$ cat src/rtl/systolic_result_unloader.sv
// ----------------------------------------------------------------------------
// systolic_result_unloader
//
// Snapshots the flattened N x N accumulator matrix when the array controller
// pulses done_in. The snapshot is then streamed out one beat per handshake
// over a valid/ready interface, so a matrix takes N beats. While a snapshot
// is still being read out, capture_ready is held low so that a new start is
// not issued upstream.
//
// Optional build macro: UNLOADER_TRANSPOSE_EN
//   undefined (default) : beat k carries row k    (lane j = element (k,j))
//   defined             : beat k carries column k (lane j = element (j,k))
//
// Ports
//   clk           in   clock, rising edge
//   rst           in   synchronous active-high reset, highest priority
//   done_in       in   one-cycle pulse, acc_in is valid in that cycle
//   acc_in        in   N*N*ACC_WIDTH, element (r,c) at (r*N+c)*ACC_WIDTH
//   capture_ready out  a done_in in this cycle will be captured
//                      (combinational from out_ready)
//   out_valid     out  beat valid
//   out_ready     in   downstream accepts the beat
//   out_data      out  N*ACC_WIDTH, lane j at j*ACC_WIDTH
//   out_row       out  beat index 0..N-1
//   out_last      out  high with beat N-1
//   overrun       out  sticky, done_in arrived while capture_ready was low
//   overrun_clr   in   clears overrun (a simultaneous new overrun wins)
// ----------------------------------------------------------------------------
module systolic_result_unloader #(
   parameter int ARRAY_SIZE = 4,
   parameter int ACC_WIDTH  = 32
) (
   input  logic                                      clk,
   input  logic                                      rst,
   input  logic                                      done_in,
   input  logic [ARRAY_SIZE*ARRAY_SIZE*ACC_WIDTH-1:0] acc_in,
   output logic                                      capture_ready,
   output logic                                      out_valid,
   input  logic                                      out_ready,
   output logic [ARRAY_SIZE*ACC_WIDTH-1:0]           out_data,
   output logic [$clog2(ARRAY_SIZE)-1:0]             out_row,
   output logic                                      out_last,
   output logic                                      overrun,
   input  logic                                      overrun_clr
);

   localparam int N  = ARRAY_SIZE;
   localparam int W  = ACC_WIDTH;
   localparam int CW = $clog2(ARRAY_SIZE);
   localparam logic [CW-1:0] LAST_IDX = CW'(N - 1);

   typedef enum logic [0:0] {
      S_IDLE   = 1'b0,
      S_STREAM = 1'b1
   } state_t;

   state_t               state_r;
   logic [N*N*W-1:0]     snap_r;
   logic [CW-1:0]        cnt_r;
   logic                 at_last_s;

   // Extracts the lanes of beat k from a flattened matrix.
   function automatic logic [N*W-1:0] select_beat(input logic [N*N*W-1:0] m,
                                                  input logic [CW-1:0]    k);
      logic [N*W-1:0] beat;
      beat = '0;
      for (int j = 0; j < N; j++) begin
`ifdef UNLOADER_TRANSPOSE_EN
         beat[j*W +: W] = m[(j*N + int'(k))*W +: W];
`else
         beat[j*W +: W] = m[(int'(k)*N + j)*W +: W];
`endif
      end
      return beat;
   endfunction

   // The final beat of a matrix is presented this cycle.
   assign at_last_s = (state_r == S_STREAM) && (cnt_r == LAST_IDX);

   // Capture is possible when idle, or when the final beat hands off this
   // cycle so the next matrix follows without a bubble.
   assign capture_ready = (state_r == S_IDLE) || (at_last_s && out_ready);

   // Unloader FSM, snapshot, beat counter, registered outputs and sticky overrun.
   always_ff @(posedge clk) begin
      if (rst) begin
         state_r   <= S_IDLE;
         snap_r    <= '0;
         cnt_r     <= '0;
         out_valid <= 1'b0;
         out_data  <= '0;
         out_row   <= '0;
         out_last  <= 1'b0;
         overrun   <= 1'b0;
      end else begin
         // Set has priority over clear so no overrun event is ever lost.
         if (done_in && !capture_ready) begin
            overrun <= 1'b1;
         end else if (overrun_clr) begin
            overrun <= 1'b0;
         end else begin
            overrun <= overrun;
         end

         case (state_r)
            S_IDLE: begin
               if (done_in) begin
                  state_r   <= S_STREAM;
                  snap_r    <= acc_in;
                  cnt_r     <= '0;
                  out_valid <= 1'b1;
                  out_data  <= select_beat(acc_in, CW'(0));
                  out_row   <= '0;
                  out_last  <= (LAST_IDX == CW'(0));
               end else begin
                  state_r   <= S_IDLE;
                  out_valid <= 1'b0;
               end
            end
            S_STREAM: begin
               if (out_ready && at_last_s) begin
                  if (done_in) begin
                     // Back-to-back matrix: reload straight into beat 0.
                     state_r   <= S_STREAM;
                     snap_r    <= acc_in;
                     cnt_r     <= '0;
                     out_valid <= 1'b1;
                     out_data  <= select_beat(acc_in, CW'(0));
                     out_row   <= '0;
                     out_last  <= (LAST_IDX == CW'(0));
                  end else begin
                     state_r   <= S_IDLE;
                     cnt_r     <= '0;
                     out_valid <= 1'b0;
                     out_data  <= '0;
                     out_row   <= '0;
                     out_last  <= 1'b0;
                  end
               end else if (out_ready) begin
                  cnt_r    <= cnt_r + CW'(1);
                  out_data <= select_beat(snap_r, cnt_r + CW'(1));
                  out_row  <= cnt_r + CW'(1);
                  out_last <= ((cnt_r + CW'(1)) == LAST_IDX);
               end else begin
                  // Back-pressure: every beat output holds.
                  cnt_r <= cnt_r;
               end
            end
            default: begin
               state_r   <= S_IDLE;
               cnt_r     <= '0;
               out_valid <= 1'b0;
            end
         endcase
      end
   end

endmodule

$ cat config.mk
export PLATFORM = sky130hd
export DESIGN_NAME = systolic_result_unloader
export DESIGN_NICKNAME = d
export VERILOG_FILES = /design/src/rtl/systolic_result_unloader.sv
export SDC_FILE = /design/constraint.sdc
export NUM_CORES = 1
export LEC_CHECK = 0
export CAP_MARGIN = 20
export CORE_AREA = 3 3 252 254
export DETAILED_ROUTE_END_ITERATION = 10
export DIE_AREA = 0 0 255 257
export PLACE_DENSITY = 0.82
export SYNTH_ARGS = -nofsm -noshare
export SYNTH_HDL_FRONTEND = slang
export SYNTH_SLANG_ARGS = --single-unit
$ cat constraint.sdc
create_clock -name clk -period 2.9 [get_ports clk]
set_input_delay 0.58 -clock clk [delete_from_list [all_inputs] [get_ports clk]]
set_output_delay 0.58 -clock clk [all_outputs]
set_load 0.005 [all_outputs]
# ---- After elaboration in Yosys (flattened, before gate mapping)
# Cells that the tools add are included.
dict set report word_totals {
  register_bits 646
}
dict set report classes {
  addsub 4
  eq_ne 5
  n_shift 4
  n_mux 23
  bitwise_logic 1
  n_reduce_logical 7
}
# operator n
set ops {}
lappend ops {{$shiftx 512x11->32} 3}
lappend ops {{$mux 512} 2}
lappend ops {{$pmux 512 s2} 1}
lappend ops {{$mux 128} 4}
lappend ops {{$shiftx 512x10->32} 1}
lappend ops {{$pmux 128 s2} 1}
lappend ops {{$add 4x2->5 const B} 2}
lappend ops {{$mux 1} 8}
lappend ops {{$mux 2} 3}
lappend ops {{$pmux 1 s2} 3}
lappend ops {{$add 4x1->5 const B} 1}
lappend ops {{$eq 2x2->1 const B} 2}
lappend ops {{$pmux 2 s2} 1}
lappend ops {{$logic_and 1x1->1} 3}
lappend ops {{$ne 3x2->1 const B} 1}
lappend ops {{$add 2x1->2 const B} 1}
lappend ops {{$ne 2x1->1 const B} 1}
lappend ops {{$ne 2x2->1 const B} 1}
lappend ops {{$reduce_and 2->1} 1}
lappend ops {{$reduce_bool 2->1} 1}
lappend ops {{$logic_not 1->1} 1}
lappend ops {{$logic_or 1x1->1} 1}
lappend ops {{$not 1->1} 1}

# ---- Longest topological paths before layout
# Gate-level depths: netlist (run 1).
dict set report logic_depth {
  depth_word 7
  mapped_depth 9
  ltp_nobuf 5
}

# ---- Worst setup path after synthesis (run 1)
# Ideal clock, no wire load.
dict set report synth_timing {
  path_kind {register -> register}
  from {reg cnt_r[0]}
  to {reg out_data[100]}
  setup_time_ns 0.127
  arrival_time_ns 2.061
  required_time_ns 2.773
  setup_slack_ns 0.712
  stages_incl_launch_ff 10
  path_buffers 4
  synth_period_minus_slack_ns 2.188
  cell_sequence {dfxtp_1 > buf_2 > buf_2 > inv_1 > ha_1 > clkbuf_1 > buf_2 > mux4_2 > o2111ai_1 > o21ai_0}
}
dict set report synth_between {
  elab_chain_cells 6
}
# item line_no
set synth_lines {}
lappend synth_lines {{from (decl)} 59} ;# logic [CW-1:0] cnt_r;
lappend synth_lines {{from (signal assigned)} 140} ;# cnt_r <= cnt_r + CW'(1);
lappend synth_lines {{from (signal assigned)} 146} ;# cnt_r <= cnt_r;
lappend synth_lines {{$add 2x1->2} 141} ;# out_data <= select_beat(snap_r, cnt_r + CW'(1));
lappend synth_lines {{$add 4x2->5} 71} ;# beat[j*W +: W] = m[(int'(k)*N + j)*W +: W];
lappend synth_lines {{$shiftx 512x11->32} 71}
lappend synth_lines {{$mux 128} 139} ;# end else if (out_ready) begin
lappend synth_lines {{$mux 128} 121} ;# if (out_ready && at_last_s) begin
lappend synth_lines {{$pmux 128 s2} 105} ;# case (state_r)
lappend synth_lines {{to (signal assigned)} 112} ;# out_data <= select_beat(acc_in, CW'(0));
lappend synth_lines {{to (signal assigned)} 128} ;# out_data <= select_beat(acc_in, CW'(0));
lappend synth_lines {{to (signal assigned)} 141}
lappend synth_lines {{to (decl)} 40} ;# output logic [ARRAY_SIZE*ACC_WIDTH-1:0] out_data,
# Parallel ways exist; a longest one is shown, timed or not. The select of a mux whose other input is x is not followed.
# A chain may end at the register's enable or synchronous reset.

# ---- Worst setup path after layout (run 1)
dict set report layout_timing {
  from {reg state_r}
  to {out capture_ready}
}
dict set report layout_between {
  elab_chain_cells 3
}
# item line_no
set layout_lines {}
lappend layout_lines {{from (decl)} 57} ;# state_t state_r;
lappend layout_lines {{from (signal assigned)} 87} ;# state_r <= S_IDLE;
lappend layout_lines {{from (signal assigned)} 108} ;# state_r <= S_STREAM;
lappend layout_lines {{from (signal assigned)} 116} ;# state_r <= S_IDLE;
lappend layout_lines {{$logic_and 1x1->1} 78} ;# assign at_last_s = (state_r == S_STREAM) && (cnt_r == LAST_IDX);
lappend layout_lines {{$logic_and 1x1->1} 82} ;# assign capture_ready = (state_r == S_IDLE) || (at_last_s && out_ready);
lappend layout_lines {{$logic_or 1x1->1 (*)} 82}
lappend layout_lines {{to (decl)} 37} ;# output logic capture_ready,
# Mark *: on every way between the ends. The rest lies on a longest branch, timed or not.

==> flow_summary.ini, run 1 <==
[status]
outcome = completed

[cts]
numCtsBuffers = 70
cts.sinks = 646
clock_latency_ns = 0.61
cts_setup_buffers = 0
cts-htree-levels = 3
cts_tree = yes
root_buffer = clkbuf_16
path_clk_slew_ns = 0.06
clockBufferDepth = 3

[floorplanning]
core_mm2 = 0.06148
ios = 651
die_w_um = 255
initial_utilization_pct = 46.85
num_rows = 91
die_area_mm2 = 0.06554
die_y_um = 257

[final_layout]
layout-drive-gt1-share_pct = 9.165
nets = 4164
syn2layout_area_growth_pct = 31.42

[critical_path]
start_kind = flip-flop
critical_path.max_fanout = 22
path_class = flip-flop to primary output
cp_slowest_cell = dfxtp_1
crit_path_max_incr_delay_ns = 0.59
cp-end-kind = primary output
path_cells = a21boi_4 -> inv_8 -> clkdlybuf4s50_1
crit_required_ns = 2.32
worstPathArrival_ns = 2.22

[detailed_routing]
dr_total_vias = 29130
ant_nets = 0
routed_wl_um = 102600
drt_iter0_drc = 3704
wire_per_inst_um = 22.70
firstDrtPassIters = 9
viasPerCell = 6.444
drc = 0

[power]
vdd_ir_drop_max_mv = 0.4267
swShare_pct = 26.55
seq_power_share_pct = 43.2
pwr_density_cell_mw_per_mm2 = 602.8
clkPwrFrac_pct = 40.8
p_sw_w = 0.006059
p_total_w = 0.02282
internal_power_w = 0.01676
combPwrFrac_pct = 16.0
power.leakage_nw = 12.79

[timing]
min_period_ns = 2.801
slew_headroom_pct = 35.73
tightest_slew_ns = 0.9640
hold_ws_ns = 0.3191
fin_skew_ns = 0.02494
final_hold_viol_count = 0
rsz0062_at_grt = false
finalCritPeriodShare_pct = 96.59
finalSetupTns_ns = 0
report.final.slew_viol_count = 0
clock.fmax_ghz = 0.3570
setup_viol = 0
fin_ws_ns = 0.09888

[placement]
port_buffers = 650
gp_congestion = 0.8799
place_ws_ns = 0.2635
post-dp-hpwl_um = 65440

[synth]
synthTopCellsByArea = dfxtp_1 (45%), a21oi_1 (11%), mux4_2 (10%), nand3_1 (8.7%), o21ai_1 (6.9%)
yosysSeqAreaShare_pct = 44.90
synth.distinct_cells = 27
ys_warn_count = 0
synthCells = 3261
synth.top_cell.area_share_pct = 44.90
synthesis.nets = 3780
synth_area_mm2 = 0.02881
avgSynthCellArea_um2 = 8.833
synth_top_area_cell = dfxtp_1
yosys_register_bits = 646

[global_route]
first_global_vias = 27150
grt_pass1_wl_um = 155700
grt_max_degree = 176
grt_util_all_layers_pct = 29.62
antenna_found_initial = 31
grt_overflow = 0

[job]
max_cap_violations = 0

[worst_hold_path]
hold_class = input pin to flip-flop
worst paths after layout:
path | start | to | cells past startpoint | slack [ns]
setup / recovery | state_r | capture_ready | 3 | 0.1
hold / removal | rst | snap_r[482] | 2 | 0.32
setup reg to reg | cnt_r[1] | snap_r[182] | 6 | 0.58
hold reg to reg | snap_r[4] | snap_r[4] | 2 | 0.47
power by group through the flow:
stage,Sequential (W),Combinational (W),Clock (W)
global route,0.00989,0.00390,0.00974
CTS,0.00983,0.00360,0.00942
global placement,0.00998,0.00353,0
finish,0.00985,0.00365,0.00932
floorplan,0.00990,0.00189,0
detailed placement,0.0100,0.00358,0
layout make-up:
| cell class | count | area, um2 |
|---|---|---|
| Fill cell | 5012 | 23630 |
| Multi-Input combinational cell | 2197 | 13860 |
| Sequential cell | 646 | 12940 |
| Timing Repair Buffer | 725 | 7525 |
| Clock buffer | 99 | 2064 |
| Tap cell | 790 | 988.4 |
| Clock inverter | 27 | 361.6 |
| Antenna cell | 31 | 77.57 |
| Inverter | 5 | 38.79 |
cells in the final DEF (no fill, tap or decap), drive strengths merged, types with 3 or more instances in the layout:
cell type / netlist / final
o21ai: 768 / 768
clkdlybuf4s50: 0 / 648
dfxtp: 646 / 646
a21oi: 644 / 644
nand3: 512 / 512
mux4: 128 / 128
o2111ai: 128 / 128
clkbuf: 182 / 99
buf: 231 / 77
diode: 0 / 31
clkinv: 0 / 16
inv: 5 / 9
bufinv: 0 / 6
nand2: 4 / 4
nor2: 3 / 3
metal layers:
metal	vias to the layer above	GRT usage [%]	share of wire, %
met5	-	0	0.013
met4	2	17.96	6.1
met3	353	4.750	9.5
met2	1852	44.79	46
met1	13870	39.83	38
li1	13050	-	-
worst max-delay path: cells and delay by family (launching register included):
family	cells	cell delay (ns)
DFF	1	0.59
buffers and inverters	2	0.62
AOI/OAI and AO/OA	1	0.41
through the flow:
step | cells | cell area, um2 | utilization [%]
3_3_place_gp | 4363 | 35340 | 57.48
4_1_cts | 4489 | 37770 | 61.43
6_report | 4520 | 37860 | 61.57
2_1_floorplan | 3261 | 28810 | -
3_5_place_dp | 4363 | 35340 | 57.48
5_1_grt | 4519 | 37850 | 61.57
cells in the mapped netlist, drive strengths merged:
library cell	number
inv	5
dfxtp	646
nand3	512
ha	2
mux4	128
o21ai	768
o2111ai	128
o32a	1
a21oi	644
nor2b	1
clkbuf	182
a32oi	1
nand2	4
a21bo	1
mux2i	1
buf	231
nor2	3
mux2	1
a21boi	1
or3	1
what timing repair did:
action | 4_1_cts | 5_1_grt
hold buffers | 0 | 0
resized for setup | 0 | 2
setup endpoints to repair | 0 | 2
cell families (layout without fill, tap and decap cells):
kind of cell / Yosys count / after routing / synth area share (%)
AO/OA/AOI/OAI: 1544 / 1544 / 28.59
adder cells (fa/ha/maj): 2 / 2 / 0.08686
buffers and inverters: 418 / 856 / 7.128
flip-flops: 646 / 646 / 44.90
multiplexers: 130 / 130 / 10.09
other: 0 / 31 / 0
AND/OR/NAND/NOR: 521 / 521 / 9.204
state kept, by name, indices dropped and copies added (netlist names):
name / flops
cnt_r: 2
out_data: 128
out_last: 1
out_valid: 1
overrun: 1
snap_r: 512
state_r: 1
Power figures use the tool's default switching activity.
==> inputs of run 2 (changes only) <==
--- a/config.mk
+++ b/config.mk
@@ -6,9 +6,9 @@
 export NUM_CORES = 1
 export LEC_CHECK = 0
 export CAP_MARGIN = 20
-export CORE_AREA = 3 3 252 254
+export CORE_AREA = 4 4 253 255
 export DETAILED_ROUTE_END_ITERATION = 10
-export DIE_AREA = 0 0 255 257
+export DIE_AREA = 0 0 257 259
 export PLACE_DENSITY = 0.82
 export SYNTH_ARGS = -nofsm -noshare
 export SYNTH_HDL_FRONTEND = slang
==> run 2 against run 1 <==
Worst hold slack got worse by 0.0052 ns. Die area rose by 1.6%. Count of clock-buffer cells in the layout rose by 1. Register-to-register slack improved by 0.02 ns. Highest routed layer unchanged.
==> flow_summary.ini, run 2 (same netlist as run 1, synthesis figures left out) <==
[final_layout]
nets = 4162
multi_input_area_mm2 = 0.01386
top_register = snap_r
largestRegisters = snap_r (512), out_data (128), cnt_r (2)
syn2layout_area_growth_pct = 31.07
final_common_cell = clkdlybuf4s50_1
register_area_mm2 = 0.01294
final_cell_mix = clkdlybuf4s50_1 (648), dfxtp_1 (645), a21oi_1 (644), nand3_1 (502), o21ai_1 (400)
fill_cells = 5036
largest_reg_flops = 512
layout-drive-gt1-share_pct = 8.995
final_cells = 4551

[detailed_routing]
firstDrtPassIters = 6
dr_total_vias = 29000
wire_per_inst_um = 22.55
drt_iter0_drc = 4318
viasPerCell = 6.372
routed_wl_um = 102600
ant_nets = 0
drc = 0

[global_route]
use_met2_pct = 44.64
grt_util_all_layers_pct = 28.78
grt_max_degree = 171
first_global_vias = 27500
use_met1_pct = 38.05
antenna_found_initial = 22
grt_overflow = 0
grt_pass1_wl_um = 156700
gr-max-usage-layer = met2
gr-usage-met3_pct = 4.839

[timing]
finalSetupTns_ns = 0
report.final.slew_viol_count = 0
min_period_ns = 2.729
final_hold_viol_count = 0
tightest_slew_ns = 0.9070
finalCritPeriodShare_pct = 94.12
rsz0062_at_grt = false
setup_viol = 0
fin_skew_ns = 0.02317
slew_headroom_pct = 39.53
clock.fmax_ghz = 0.3664

[floorplanning]
die_area_mm2 = 0.06656
core_mm2 = 0.06160
ios = 651
num_rows = 91
die_y_um = 259
initial_utilization_pct = 46.76
die_w_um = 257

[power]
combPwrFrac_pct = 16.1
swShare_pct = 26.28
power.leakage_nw = 12.73
clkPwrFrac_pct = 40.6
vdd_ir_drop_max_mv = 0.3576
internal_power_w = 0.01674
p_sw_w = 0.005968
pwr_density_cell_mw_per_mm2 = 601.6
seq_power_share_pct = 43.4

[cts]
clockBufferDepth = 3
cts_setup_buffers = 0
clock_latency_ns = 0.60
path_clk_slew_ns = 0.06
cts-htree-levels = 3
cts.sinks = 646
root_buffer = clkbuf_16
cts_tree = yes
numCtsBuffers = 69

[critical_path]
cp-end-kind = primary output
crit_family = buffers and inverters
crit_required_ns = 2.32
path_cells = ha_2 -> a21boi_4 -> inv_8 -> clkdlybuf4s50_1
crit_buf_inv = 2
rr_endpoint = snap_r[35]
crit_start = cnt_r[1]
cp_slowest_cell = clkdlybuf4s50_1
r2r-start = cnt_r[0]
worstPathArrival_ns = 2.15
critical_path.max_fanout = 24
start_kind = flip-flop
crit_path_end = capture_ready
path_depth = 4
crit_path_max_incr_delay_ns = 0.54
path_class = flip-flop to primary output
worst_r2r_path_depth = 6
r2r_slack_ns = 0.60

[placement]
gp_congestion = 0.8790
dp.cells = 4409
post-dp-hpwl_um = 66020
port_buffers = 650

[worst_hold_path]
hold_class = input pin to flip-flop

[job]
max_cap_violations = 0

[status]
outcome = completed
[run 2: changes by cell type in the layout (fill, tap and decap cells not counted)]
cell / before / now
clkinv_16: 1 / 0
buf_12: 34 / 28
clkbuf_8: 14 / 16
inv_16: 1 / 0
diode_2: 31 / 23
clkbuf_1: 12 / 11
clkinvlp_4: 1 / 0
clkinv_2: 13 / 8
buf_4: 40 / 45
[run 2: through the flow]
stage / hold WS, ns / setup WS [ns] / util, % / power (W) / instance area [um2]
global placement: 0.4564 / 0.2906 / 57.34 / 0.01351 / 35320
CTS: 0.2649 / 0.04201 / 61.18 / 0.02271 / 37690
global route: 0.3058 / 0.02167 / 61.28 / 0.02340 / 37750
detailed placement: 0.4641 / 0.2438 / 57.34 / 0.01359 / 35320
floorplan: 0.4506 / 0.7125 / - / 0.01178 / 28810
finish: 0.3139 / 0.1706 / 61.29 / 0.02271 / 37750
[run 2: per-layer routing]
metal / vias to the layer above / wire [um]
li1: 13030 / -
met4: 2 / 6000
met3: 346 / 9282
met2: 1761 / 47970
met1: 13860 / 39370
met5: - / 13
[run 2: worst min path at each step]
stage | from | end | slack (ns) | depth (start not counted)
final | rst | overrun | 0.31 | 2
after global routing | rst | snap_r[480] | 0.31 | 2
after CTS | rst | cnt_r[0] | 0.26 | 2
after detailed placement | snap_r[119] | snap_r[119] | 0.46 | 2
after global placement | snap_r[19] | snap_r[19] | 0.46 | 2
after floorplan | snap_r[0] | snap_r[0] | 0.45 | 2
[run 2: power by group through the flow]
stage | Clock, W | Combinational, W | Sequential (W)
after detailed placement | 0 | 0.00358 | 0.0100
after global routing | 0.00961 | 0.00389 | 0.00990
final | 0.00921 | 0.00365 | 0.00985
after CTS | 0.00929 | 0.00360 | 0.00983
after global placement | 0 | 0.00352 | 0.00999
after floorplan | 0 | 0.00189 | 0.00990
[run 2: cell type report]
class                           count  share of cell area (%)
Antenna cell                       23                  0.1524
Clock buffer                      100                   5.531
Clock inverter                     19                  0.7390
Inverter                            5                  0.1027
Multi-Input combinational cell   2197                   36.72
Sequential cell                   646                   34.26
Tap cell                          837                   2.774
Timing Repair Buffer              724                   19.71
[run 2: worst reg2reg max path, cell delays in order (launching register included)]
cell and delay [ns]:
dfxtp_4 0.37, ha_2 0.24, a21boi_4 0.32, buf_12 0.20
buf_12 0.41, o21ai_0 0.47, a21oi_1 0.20
[run 2: repair_timing]
| item | in CTS | in global routing |
|---|---|---|
| gates resized for setup | 0 | 2 |
| endpoints found under the setup margin | 0 | 2 |
| hold buffers | 0 | 0 |
